===== config.mk =====
export PLATFORM = sky130hd
export DESIGN_NAME = magnitude_pipe_flat
export DESIGN_NICKNAME = d
export VERILOG_FILES = /design/src/rtl/magnitude_pipe_if.sv /design/src/rtl/magnitude_pipe.sv /design/src/flat_wrapper.sv
export SDC_FILE = /design/constraint.sdc
export NUM_CORES = 1
export LEC_CHECK = 0
export BUFFER_PORTS_ARGS = -buffer_cell sky130_fd_sc_hd__buf_2
export CORE_MARGIN = 10
export CORE_UTILIZATION = 41
export CTS_CLUSTER_SIZE = 14
export DETAILED_ROUTE_END_ITERATION = 10
export SLEW_MARGIN = 15
export SYNTH_ARGS = -nofsm -noshare
export SYNTH_HDL_FRONTEND = slang
export SYNTH_SLANG_ARGS = --single-unit

===== constraint.sdc =====
create_clock -name clk -period 42.3 [get_ports clk]
set_input_delay 8.46 -clock clk [delete_from_list [all_inputs] [get_ports clk]]
set_output_delay 8.46 -clock clk [all_outputs]
set_load 0.005 [all_outputs]

===== src/rtl/magnitude_pipe_if.sv =====
// magnitude_pipe_if: sample/result handshake bundle for magnitude_pipe
// master drives samples, thresh and out_ready; slave returns in_ready and pixel/edge results.
interface magnitude_pipe_if #(
  parameter int IN_W  = 10,
  parameter int OUT_W = 4
);
  logic                    in_valid_i;
  logic                    in_ready_o;
  logic signed [IN_W-1:0]  gx_i;
  logic signed [IN_W-1:0]  gy_i;
  logic                    mode_i;
  logic [OUT_W-1:0]        thresh_i;
  logic                    out_valid_o;
  logic                    out_ready_i;
  logic [OUT_W-1:0]        pixel_o;
  logic                    edge_o;
  modport master (
    output in_valid_i, gx_i, gy_i, mode_i, thresh_i, out_ready_i,
    input  in_ready_o, out_valid_o, pixel_o, edge_o
  );
  modport slave (
    input  in_valid_i, gx_i, gy_i, mode_i, thresh_i, out_ready_i,
    output in_ready_o, out_valid_o, pixel_o, edge_o
  );
endinterface


===== src/rtl/magnitude_pipe.sv =====
// magnitude_pipe: 3-stage gradient magnitude (abs/shift, combine, quantize) with edge flag
// clk: clock; n_rst: async active-high reset; bus: slave side of magnitude_pipe_if
// (gx/gy/mode in with valid/ready, thresh, pixel/edge out with valid/ready).
module magnitude_pipe #(
  parameter int IN_W    = 10,
  parameter int SHIFT   = 4,
  parameter int OUT_W   = 4,
  parameter int STEP_SQ = 3,
  parameter int STEP_L1 = 1
) (
  input  logic              clk,
  input  logic              n_rst,
  magnitude_pipe_if.slave   bus
);
  localparam int MAG_W = IN_W - 1 - SHIFT;
  localparam int SUM_W = 2 * MAG_W + 1;
  localparam logic [SUM_W-1:0] PIX_MAX = SUM_W'((1 << OUT_W) - 1);
  localparam logic [SUM_W-1:0] DIV_SQ  = SUM_W'(STEP_SQ);
  localparam logic [SUM_W-1:0] DIV_L1  = SUM_W'(STEP_L1);
  logic             en;
  logic             v1_q, v2_q, v3_q, m1_q, m2_q;
  logic [MAG_W-1:0] a_q, b_q, a_d, b_d;
  logic [SUM_W-1:0] sum_q, sum_d, quo;
  logic [OUT_W-1:0] pixel_q, pixel_d;
  logic             edge_q, edge_d;
  // Only the most negative input can overflow MAG_W after the shift; clamp it.
  function automatic logic [MAG_W-1:0] mag(input logic signed [IN_W-1:0] g);
    logic [IN_W-1:0] s;
    s = (g[IN_W-1] ? IN_W'(-g) : IN_W'(g)) >> SHIFT;
    return |(s >> MAG_W) ? '1 : s[MAG_W-1:0];
  endfunction
  always_comb begin
    en      = !v3_q || bus.out_ready_i;
    a_d     = mag(bus.gx_i);
    b_d     = mag(bus.gy_i);
    sum_d   = m1_q ? SUM_W'(a_q) + SUM_W'(b_q)
                   : SUM_W'(a_q) * SUM_W'(a_q) + SUM_W'(b_q) * SUM_W'(b_q);
    quo     = sum_q / (m2_q ? DIV_L1 : DIV_SQ);
    pixel_d = quo > PIX_MAX ? '1 : quo[OUT_W-1:0];
    edge_d  = pixel_d >= bus.thresh_i;
  end
  assign bus.in_ready_o  = en;
  assign bus.out_valid_o = v3_q;
  assign bus.pixel_o     = pixel_q;
  assign bus.edge_o      = edge_q;
  // One shared enable stalls every stage together, so nothing is lost or reordered.
  always_ff @(posedge clk or posedge n_rst) begin
    if (n_rst) begin
      v1_q    <= 1'b0;
      v2_q    <= 1'b0;
      v3_q    <= 1'b0;
      m1_q    <= 1'b0;
      m2_q    <= 1'b0;
      a_q     <= '0;
      b_q     <= '0;
      sum_q   <= '0;
      pixel_q <= '0;
      edge_q  <= 1'b0;
    end else if (en) begin
      v1_q    <= bus.in_valid_i;
      a_q     <= a_d;
      b_q     <= b_d;
      m1_q    <= bus.mode_i;
      v2_q    <= v1_q;
      sum_q   <= sum_d;
      m2_q    <= m1_q;
      v3_q    <= v2_q;
      pixel_q <= pixel_d;
      edge_q  <= edge_d;
    end
  end
endmodule


===== src/flat_wrapper.sv =====
// flat-port wrapper written by rule: the top's interface ports become plain ports
module magnitude_pipe_flat 
#(
  parameter int IN_W    = 10,
  parameter int SHIFT   = 4,
  parameter int OUT_W   = 4,
  parameter int STEP_SQ = 3,
  parameter int STEP_L1 = 1
)
  (clk, n_rst, bus_in_valid_i, bus_gx_i, bus_gy_i, bus_mode_i, bus_thresh_i, bus_out_ready_i, bus_in_ready_o, bus_out_valid_o, bus_pixel_o, bus_edge_o);
  magnitude_pipe_if #(.IN_W(IN_W), .OUT_W(OUT_W)) bus_i ();
  input  logic clk;
  input  logic n_rst;
  input wire logic [$bits(bus_i.in_valid_i)-1:0] bus_in_valid_i;
  input wire logic [$bits(bus_i.gx_i)-1:0] bus_gx_i;
  input wire logic [$bits(bus_i.gy_i)-1:0] bus_gy_i;
  input wire logic [$bits(bus_i.mode_i)-1:0] bus_mode_i;
  input wire logic [$bits(bus_i.thresh_i)-1:0] bus_thresh_i;
  input wire logic [$bits(bus_i.out_ready_i)-1:0] bus_out_ready_i;
  output wire logic [$bits(bus_i.in_ready_o)-1:0] bus_in_ready_o;
  output wire logic [$bits(bus_i.out_valid_o)-1:0] bus_out_valid_o;
  output wire logic [$bits(bus_i.pixel_o)-1:0] bus_pixel_o;
  output wire logic [$bits(bus_i.edge_o)-1:0] bus_edge_o;
  assign bus_i.in_valid_i = bus_in_valid_i;
  assign bus_i.gx_i = bus_gx_i;
  assign bus_i.gy_i = bus_gy_i;
  assign bus_i.mode_i = bus_mode_i;
  assign bus_i.thresh_i = bus_thresh_i;
  assign bus_i.out_ready_i = bus_out_ready_i;
  assign bus_in_ready_o = bus_i.in_ready_o;
  assign bus_out_valid_o = bus_i.out_valid_o;
  assign bus_pixel_o = bus_i.pixel_o;
  assign bus_edge_o = bus_i.edge_o;
  magnitude_pipe #(.IN_W(IN_W), .SHIFT(SHIFT), .OUT_W(OUT_W), .STEP_SQ(STEP_SQ), .STEP_L1(STEP_L1)) u_core (.clk(clk), .n_rst(n_rst), .bus(bus_i));
endmodule

==> results_dict.tcl, run 1 <==
set metrics [dict create \
    ys_ff_latch 31 \
    setup_viol 0 \
    worstPathRequired_ns 33.84 \
    grt_pass1_vias 3956 \
    setup_tns_ns 0 \
    grt_pass1_wl_mm 18.3 \
    ff_latch_area_sq_um 776 \
    worstSetupStartpointType "primary input" \
    clock.fmax_ghz 0.0553 \
    fp-row-count 38 \
    synthCells 555 \
    path_class "in2out" \
    arrival_ns 9.62 \
    post-cts-setup-buffers 0 \
    drive_gt1_share_pct 11.7 \
    drc_errors 0 \
    min_period_ns 18.08 \
    cts_tree "done" \
    die-area_sq_mm 0.0159 \
    wl_per_cell_microns 14.3 \
    async_flop_share_pct 100 \
    syn-num-nets 655 \
    finalHoldViolCount 0 \
    outcome "complete, no violations" \
    grt_start_max_net_pins 36 \
    maxCapViolCount 0 \
    die_w_microns 126 \
    clkLatencyLatePin_ns 0.27 \
    track_usage_pct 13.0 \
    ant_nets 0 \
    cts_root_buffer "clkbuf_16" \
    io_pins 36 \
    grt_overflow 0 \
    final-max-slew-violation-count 0 \
    layout.nets 682 \
    first_iter_violations 275 \
    finClkSkew_ns 0.00465 \
    rsz0062_at_grt "false" \
    initial_core_util_pct 42.3 \
    post_cts_resized 0 \
    max-slew-margin-rel_pct 26.8 \
    numPortBuffers 35 \
    synth_top_area_cell "dfrtp_1" \
    syn2layout_area_growth_pct 10.0 \
    period_share_pct 42.7 \
    syn_area_sq_mm 0.00462 \
    gp_congestion 0.818 \
    syn_avg_cell_area_sq_um 8.33 \
    coreArea_sq_mm 0.0109 \
    synth_ff_type "dfrtp_1" \
    clock-sinks 31 \
    synth_top_area_share_pct 16.8 \
    worstMarginPinSlew_ns 1.09 \
    hold_class "reg2reg" \
    firstDrtPassIters 4 \
    htreeDepth 2 \
    synth.area.top_cells "dfrtp_1, ha_1, fa_1" \
    dp_hpwl_mm 8.42 \
    routed_via_density 5.51 \
    ctsHoldBuffers 0 \
    routed_wl_mm 10.3 \
    crit_path_end_kind "output pin" \
    synth_common_cells "nand2_1, inv_1, ha_1" \
    synth-edff-count 0 \
    synth_most_common_cell "nand2_1" \
    die_h_microns 126 \
    ys_seq_area_share_pct 16.8 \
    cts_inserted_buffers 5 \
    diodes 0 \
    clk_pin_slew_worst_paths_ns 0.05 \
    fillers 1102 \
    num_vias 3986 \
    yosysUniqueCellTypes 77 \
    worst-path-max-fanout 35 \
    ys_warn_count 0 \
    multiInputGateArea_sq_mm 0.00358 \
    antenna_found_initial 0 \
    clockBufferDepth 2 \
]
sequential cells by signal, indices dropped and copies added (netlist names), 4 cells and up:
signal / count
u_core.sum_q: 11
u_core.a_q: 5
u_core.b_q: 5
u_core.bus.pixel_o: 4
cells in the final DEF (no fill, tap or decap), drive strengths merged, types with 6 or more instances in the layout:
cell type and count:
nand2 59, inv 50, ha 48, buf 37, a21oi 36, o21ai 36, nor2 32, dfrtp 31
fa 23, xnor2 20, and2 20, a21o 14, o31ai 12, xor2 12, mux2i 11, a31oi 9
nand3 8, nor2b 8, nand2b 7, nor3 7, or3 6, clkbuf 6
logic make-up after synthesis:
kind of cell               after synthesis  share of synthesized area [%]
DFF                                     31                           16.8
AOI/OAI and AO/OA                      167                           25.5
xor gates and xnor gates                32                           6.07
buffers and inverters                   67                           5.77
adders and majority gates               71                           23.0
muxes                                   15                           3.44
and+or+nand+nor                        172                           19.5
per-layer routing:
| metal | wire, microns | vias up | part of all wire, % | global-route usage, % |
|---|---|---|---|---|
| met5 | 0 | - | 0 | 0 |
| met4 | 95 | 0 | 0.92 | 2.61 |
| met3 | 365 | 11 | 3.5 | 1.59 |
| met2 | 5000 | 62 | 48 | 22.4 |
| met1 | 4880 | 1870 | 47 | 16.8 |
| li1 | - | 2043 | - | - |
stage by stage:
| stage | cell area [sq um] | setup slack (ns) | util (%) | instances | hold slack, ns |
|---|---|---|---|---|---|
| 2_1_floorplan | 4620 | 24.76 | - | 555 | 0.430 |
| 3_3_place_gp | 4910 | 24.22 | 44.9 | 715 | 0.447 |
| 3_5_place_dp | 4910 | 24.21 | 44.9 | 715 | 0.443 |
| 4_1_cts | 5080 | 24.21 | 46.5 | 723 | 0.455 |
| 5_1_grt | 5080 | 23.68 | 46.5 | 723 | 0.501 |
| 6_report | 5080 | 24.22 | 46.5 | 723 | 0.456 |
cell type report:
cell class,count,area share [%]
multi-input cells,457,70.4
flip-flops and latches,31,15.3
repair buffers,37,3.74
inverters,50,3.69
well taps,140,3.45
clock buffers,6,2.73
clock inverters,2,0.689
path summary, 6_finish.rpt:
path / startpoint / endpoint / slack (ns) / cells after the start
max: bus_out_ready_i / bus_in_ready_o / 24.22 / 5
min: u_core.v2_q$_DFFE_PP0P_ / u_core.bus.out_valid_o$_DFFE_PP0P_ / 0.46 / 1
max reg2reg: u_core.m2_q$_DFFE_PP0P_ / u_core.bus.edge_o$_DFFE_PP0P_ / 25.17 / 63
min reg2reg: u_core.v2_q$_DFFE_PP0P_ / u_core.bus.out_valid_o$_DFFE_PP0P_ / 0.46 / 1
max in group asynchronous: n_rst / u_core.sum_q[10]$_DFFE_PP0P_ / 33.75 / 3
min in group asynchronous: n_rst / u_core.m1_q$_DFFE_PP0P_ / 8.26 / 3
critical path: stages:
cell and delay (ns):
buf_2 0.10, nor2b_2 0.09, buf_4 0.32, inv_1 0.38, buf_2 0.25
Power of run 1 is left out: the tool's default activity adds up to more than one toggle a clock period on the data nets, which glitch-free logic cannot reach.
==> run 2, diff against run 1 <==
Clock period 42.3 ns to 17.6 ns, I/O delays scaled along.
==> run 2 against run 1 <==
Flip-flop and latch count stayed put. Register-to-register slack worse by 24 ns. Critical path depth is 58 higher. Cell area is 0.30% lower. Largest cell class unchanged.
==> results_dict.tcl, run 2 (synthesis results as in run 1) <==
set metrics [dict create \
    ctsHoldBuffers 0 \
    rsz0062_at_grt "false" \
    period_share_pct 92.4 \
    cts_root_buffer "clkbuf_16" \
    hold_class "reg2reg" \
    path_class "reg2reg" \
    routed_via_density 5.67 \
    hold_path_depth 1 \
    initial_core_util_pct 42.3 \
    gp_congestion 0.869 \
    wl_per_cell_microns 14.7 \
    cts_tree "done" \
    syn2layout_area_growth_pct 9.69 \
    whs_ns 0.462 \
    die_h_microns 126 \
    clk_pin_slew_worst_paths_ns 0.05 \
    outcome "complete, no violations" \
    routed_wl_mm 10.6 \
    worst-path-max-fanout 12 \
    worstMarginPinSlew_ns 0.753 \
    coreArea_sq_mm 0.0109 \
    first_iter_violations 249 \
    die-area_sq_mm 0.0159 \
    fillers 1060 \
    layout_common_cells "nand2_1, inv_1, ha_1, buf_2, o21ai_0" \
    htreeDepth 2 \
    min_period_ns 16.27 \
    whs_endpoint "u_core.bus.out_valid_o$_DFFE_PP0P_" \
    reg2reg_depth 63 \
    final_common_cell "nand2_1" \
    antenna_found_initial 0 \
    place_area_sq_mm 0.00492 \
    track_usage_pct 12.9 \
    hp-start "u_core.v2_q$_DFFE_PP0P_" \
    clockBufferDepth 2 \
    top_register "u_core.sum_q" \
    clock-sinks 31 \
    path_common_cell "ha_1" \
    dp_hpwl_mm 8.60 \
    arrival_ns 16.43 \
    drive_gt1_share_pct 12.0 \
    final_util_pct 46.4 \
    max-slew-margin-rel_pct 49.3 \
    design_area_sq_mm 0.00507 \
    crit_slowest_cell "o41ai_1" \
    cp_slowest_stage_delay_ns 0.59 \
    largest_reg_flops 11 \
    final-max-slew-violation-count 0 \
    drc_errors 0 \
    diodes 0 \
    setup_tns_ns 0 \
    clock.fmax_ghz 0.0615 \
    cts_inserted_buffers 5 \
    crit_path_end_kind "flip-flop" \
    reg_top3 "u_core.sum_q x11, u_core.a_q x5, u_core.b_q x5" \
    finalHoldViolCount 0 \
    worst-r2r-setup-slack_ns 1.33 \
    worst-path-buf-inv 1 \
    cp_top_family "compound AO/OA/AOI/OAI gates" \
    grt_overflow 0 \
    layout.nets 683 \
    clkLatencyLatePin_ns 0.27 \
    maxCapViolCount 0 \
    fp-row-count 38 \
    io_pins 36 \
    grt_pass1_wl_mm 18.1 \
    firstDrtPassIters 7 \
    worst_r2r_endpoint "u_core.bus.edge_o$_DFFE_PP0P_" \
    finClkSkew_ns 0.00685 \
    worstPathRequired_ns 17.76 \
    grt_pass1_vias 4023 \
    numPortBuffers 35 \
    setup_viol 0 \
    timing.rr.start "u_core.m2_q$_DFFE_PP0P_" \
    die_w_microns 126 \
    grt_start_max_net_pins 36 \
    worstSetupStartpointType "flip-flop" \
    ant_nets 0 \
    num_vias 4097 \
]
==> run 2: worst reg2reg max path, delay by kind of cell (launching register included) <==
kind	cells	cell delay, ns
compound gates	25	5.66
simple gates	18	3.92
fa+ha+maj	11	3.53
xor+xnor	5	1.36
mux	3	0.88
flops	1	0.57
buf+inv	1	0.19
==> run 2: worst max path at each step <==
stage | end | slack, ns | startpoint | cells past startpoint
after floorplan | u_core.bus.edge_o$_DFFE_PP0P_ | 3.13 | u_core.m2_q$_DFFE_PP0P_ | 65
after global routing | u_core.bus.edge_o$_DFFE_PP0P_ | 0.15 | u_core.m2_q$_DFFE_PP0P_ | 63
after detailed placement | u_core.bus.edge_o$_DFFE_PP0P_ | 1.23 | u_core.m2_q$_DFFE_PP0P_ | 63
after CTS | u_core.bus.edge_o$_DFFE_PP0P_ | 1.15 | u_core.m2_q$_DFFE_PP0P_ | 63
final | u_core.bus.edge_o$_DFFE_PP0P_ | 1.33 | u_core.m2_q$_DFFE_PP0P_ | 63
after global placement | u_core.bus.edge_o$_DFFE_PP0P_ | 1.88 | u_core.m2_q$_DFFE_PP0P_ | 63
==> run 2: metal layers <==
metal / up-vias / part of all wire, % / wire length, microns / track usage (%)
met5: - / 0 / 0 / 0
met4: 0 / 0.99 / 105 / 2.48
met3: 12 / 3.6 / 380 / 1.76
met2: 99 / 49 / 5210 / 23.2
met1: 1941 / 46 / 4920 / 16.1
li1: 2045 / - / - / -
==> run 2: per-stage QoR <==
| step | worst slack [ns] | std cells |
|---|---|---|
| 5_1_grt | 0.150 | 723 |
| 3_3_place_gp | 1.88 | 716 |
| 4_1_cts | 1.15 | 723 |
| 3_5_place_dp | 1.23 | 716 |
| 6_report | 1.33 | 723 |
| 2_1_floorplan | 3.13 | 555 |
==> run 2: repair_timing <==
| action | in CTS | in global routing |
|---|---|---|
| setup endpoints to repair | 0 | 1 |
| setup buffers | 0 | 0 |
| resized for setup | 0 | 2 |
==> run 2: cell type report <==
| cell class | instances | area (sq um) | share of cell area (%) |
|---|---|---|---|
| sequential | 31 | 776 | 15.3 |
| inverter | 50 | 188 | 3.70 |
| clock inverter | 1 | 5.00 | 0.0987 |
| multi-input combinational | 457 | 3590 | 70.8 |
| timing repair buffer | 38 | 198 | 3.90 |
| tap | 140 | 175 | 3.46 |
| clock buffer | 6 | 139 | 2.74 |
Power of run 2 is left out for the same reason.
==> run 3, diff against run 2 <==
Settings changed: CTS_BUF_LIST from default to sky130_fd_sc_hd__clkbuf_8 sky130_fd_sc_hd__clkbuf_16, GPL_TIMING_DRIVEN from default to 0.
==> run 3 against run 2 <==
Routed wire length up 2.0%. Final cell count rose by 1.9%. Non-clock buffer count up 14. Sequential share of layout area down 0.20 points. Register-to-register slack about the same. Via count rose by 0.68%. Worst hold slack lost 0.0036 ns. Worst setup slack got worse by 0.0056 ns. Cell area grew 1.3%. Maximum frequency hardly changed.
==> results_dict.tcl, run 3 (synthesis results as in run 1) <==
set metrics [dict create \
    outcome "complete, no violations" \
    reg2reg_depth 65 \
    cts_tree "done" \
    dp_worst_setup_slack_ns 0.742 \
    clkLatencyLatePin_ns 0.27 \
    arrival_ns 16.43 \
    io_pins 36 \
    routed_wl_mm 10.8 \
    clock-sinks 31 \
    max-slew-margin-rel_pct 29.1 \
    antenna_found_initial 0 \
    worstPathRequired_ns 17.75 \
    setup_viol 0 \
    fin_ws_ns 1.33 \
    worstMarginPinSlew_ns 1.06 \
    period_share_pct 92.5 \
    hold_class "reg2reg" \
    finClkSkew_ns 0.00390 \
    initial_core_util_pct 42.3 \
    routed_via_density 5.60 \
    grt_overflow 0 \
    num_vias 4125 \
    place_area_sq_mm 0.00497 \
    track_usage_pct 13.7 \
    path_class "reg2reg" \
    design_area_sq_mm 0.00514 \
    timing.rr.start "u_core.m2_q$_DFFE_PP0P_" \
    clockBufferDepth 2 \
    grt_start_max_net_pins 32 \
    clk_pin_slew_worst_paths_ns 0.05 \
    worstSetupStartpointType "flip-flop" \
    clock.fmax_ghz 0.0614 \
    firstDrtPassIters 5 \
    drc_errors 0 \
    top_register "u_core.sum_q" \
    largest_reg_flops 11 \
    die_w_microns 126 \
    worst_r2r_endpoint "u_core.bus.edge_o$_DFFE_PP0P_" \
    final_common_cell "nand2_1" \
    ant_nets 0 \
    gp_congestion 0.837 \
    fp-row-count 38 \
    rsz0062_at_grt "false" \
    crit_path_end_kind "flip-flop" \
    ctsHoldBuffers 0 \
    htreeDepth 2 \
    first_iter_violations 283 \
    crit_slowest_cell "dfrtp_1" \
    grt_pass1_vias 4112 \
    coreArea_sq_mm 0.0109 \
    post-cts-setup-buffers 0 \
    worst-path-max-fanout 12 \
    worst-r2r-setup-slack_ns 1.33 \
    wl_per_cell_microns 14.7 \
    min_period_ns 16.27 \
    layout.nets 697 \
    layout_common_cells "nand2_1, inv_1, ha_1, buf_2, o21ai_0" \
    cts_inserted_buffers 5 \
    finalHoldViolCount 0 \
    reg_top3 "u_core.sum_q x11, u_core.a_q x5, u_core.b_q x5" \
    syn2layout_area_growth_pct 11.2 \
    diodes 0 \
    maxCapViolCount 0 \
    crit_path_start "u_core.m2_q$_DFFE_PP0P_" \
    numPortBuffers 35 \
    path_common_cell "ha_1" \
    final-max-slew-violation-count 0 \
    cp_slowest_stage_delay_ns 0.56 \
    die-area_sq_mm 0.0159 \
    die_h_microns 126 \
    cts_root_buffer "clkbuf_16" \
    drive_gt1_share_pct 12.1 \
    setup_tns_ns 0 \
    grt_pass1_wl_mm 19.2 \
    endpoint "u_core.bus.edge_o$_DFFE_PP0P_" \
    dp_hpwl_mm 8.90 \
]
## run 3: changes by cell type in the layout (fill, tap and decap cells not counted), sizes merged
cell and delta:
clkbuf +15, buf -1
## run 3: what timing repair did
action,4_1_cts,5_1_grt
gates resized for setup,0,5
endpoints found under the hold margin,0,0
endpoints found under the setup margin,0,2
## run 3: per-layer routing
layer	track usage, %	wire [microns]	part of all wire (%)	vias to the layer above
met5	0	0	0	-
met1	17.8	5110	47	1958
met4	2.55	124	1.1	0
li1	-	-	-	2086
met2	23.7	5300	49	70
met3	1.55	293	2.7	11
## run 3: metrics by stage
step	hold slack, ns	std cells	utilization (%)
3_3_place_gp	0.445	730	45.5
2_1_floorplan	0.430	555	-
3_5_place_dp	0.452	730	45.5
4_1_cts	0.463	737	46.8
6_report	0.459	737	47.0
5_1_grt	0.482	737	47.0
## run 3: how the worst min path moves through the flow
stage	start	to	slack [ns]	cells after the start
floorplan	u_core.v2_q$_DFFE_PP0P_	u_core.v2_q$_DFFE_PP0P_	0.43	2
global placement	u_core.v2_q$_DFFE_PP0P_	u_core.bus.out_valid_o$_DFFE_PP0P_	0.44	1
detailed placement	u_core.v2_q$_DFFE_PP0P_	u_core.v2_q$_DFFE_PP0P_	0.45	2
CTS	u_core.v2_q$_DFFE_PP0P_	u_core.v2_q$_DFFE_PP0P_	0.46	2
global route	u_core.v2_q$_DFFE_PP0P_	u_core.bus.out_valid_o$_DFFE_PP0P_	0.48	1
finish	u_core.v2_q$_DFFE_PP0P_	u_core.v2_q$_DFFE_PP0P_	0.46	2
## run 3: critical path: cells and delay by family (launching register included)
kind	cells	cell delay [ns]
compound gates	26	5.89
xor+xnor	5	1.37
fa+ha+maj	11	3.24
buf+inv	3	0.49
flops	1	0.56
mux	3	0.93
simple gates	17	3.68
## run 3: cell type report
type,instances,area [sq um]
clock inverter,1,5.00
sequential,31,776
buffer,17,78.8
inverter,50,188
clock buffer,6,139
timing repair buffer,35,175
multi-input combinational,457,3600
fill,1074,5800
tap,140,175
Power of run 3 is left out for the same reason.
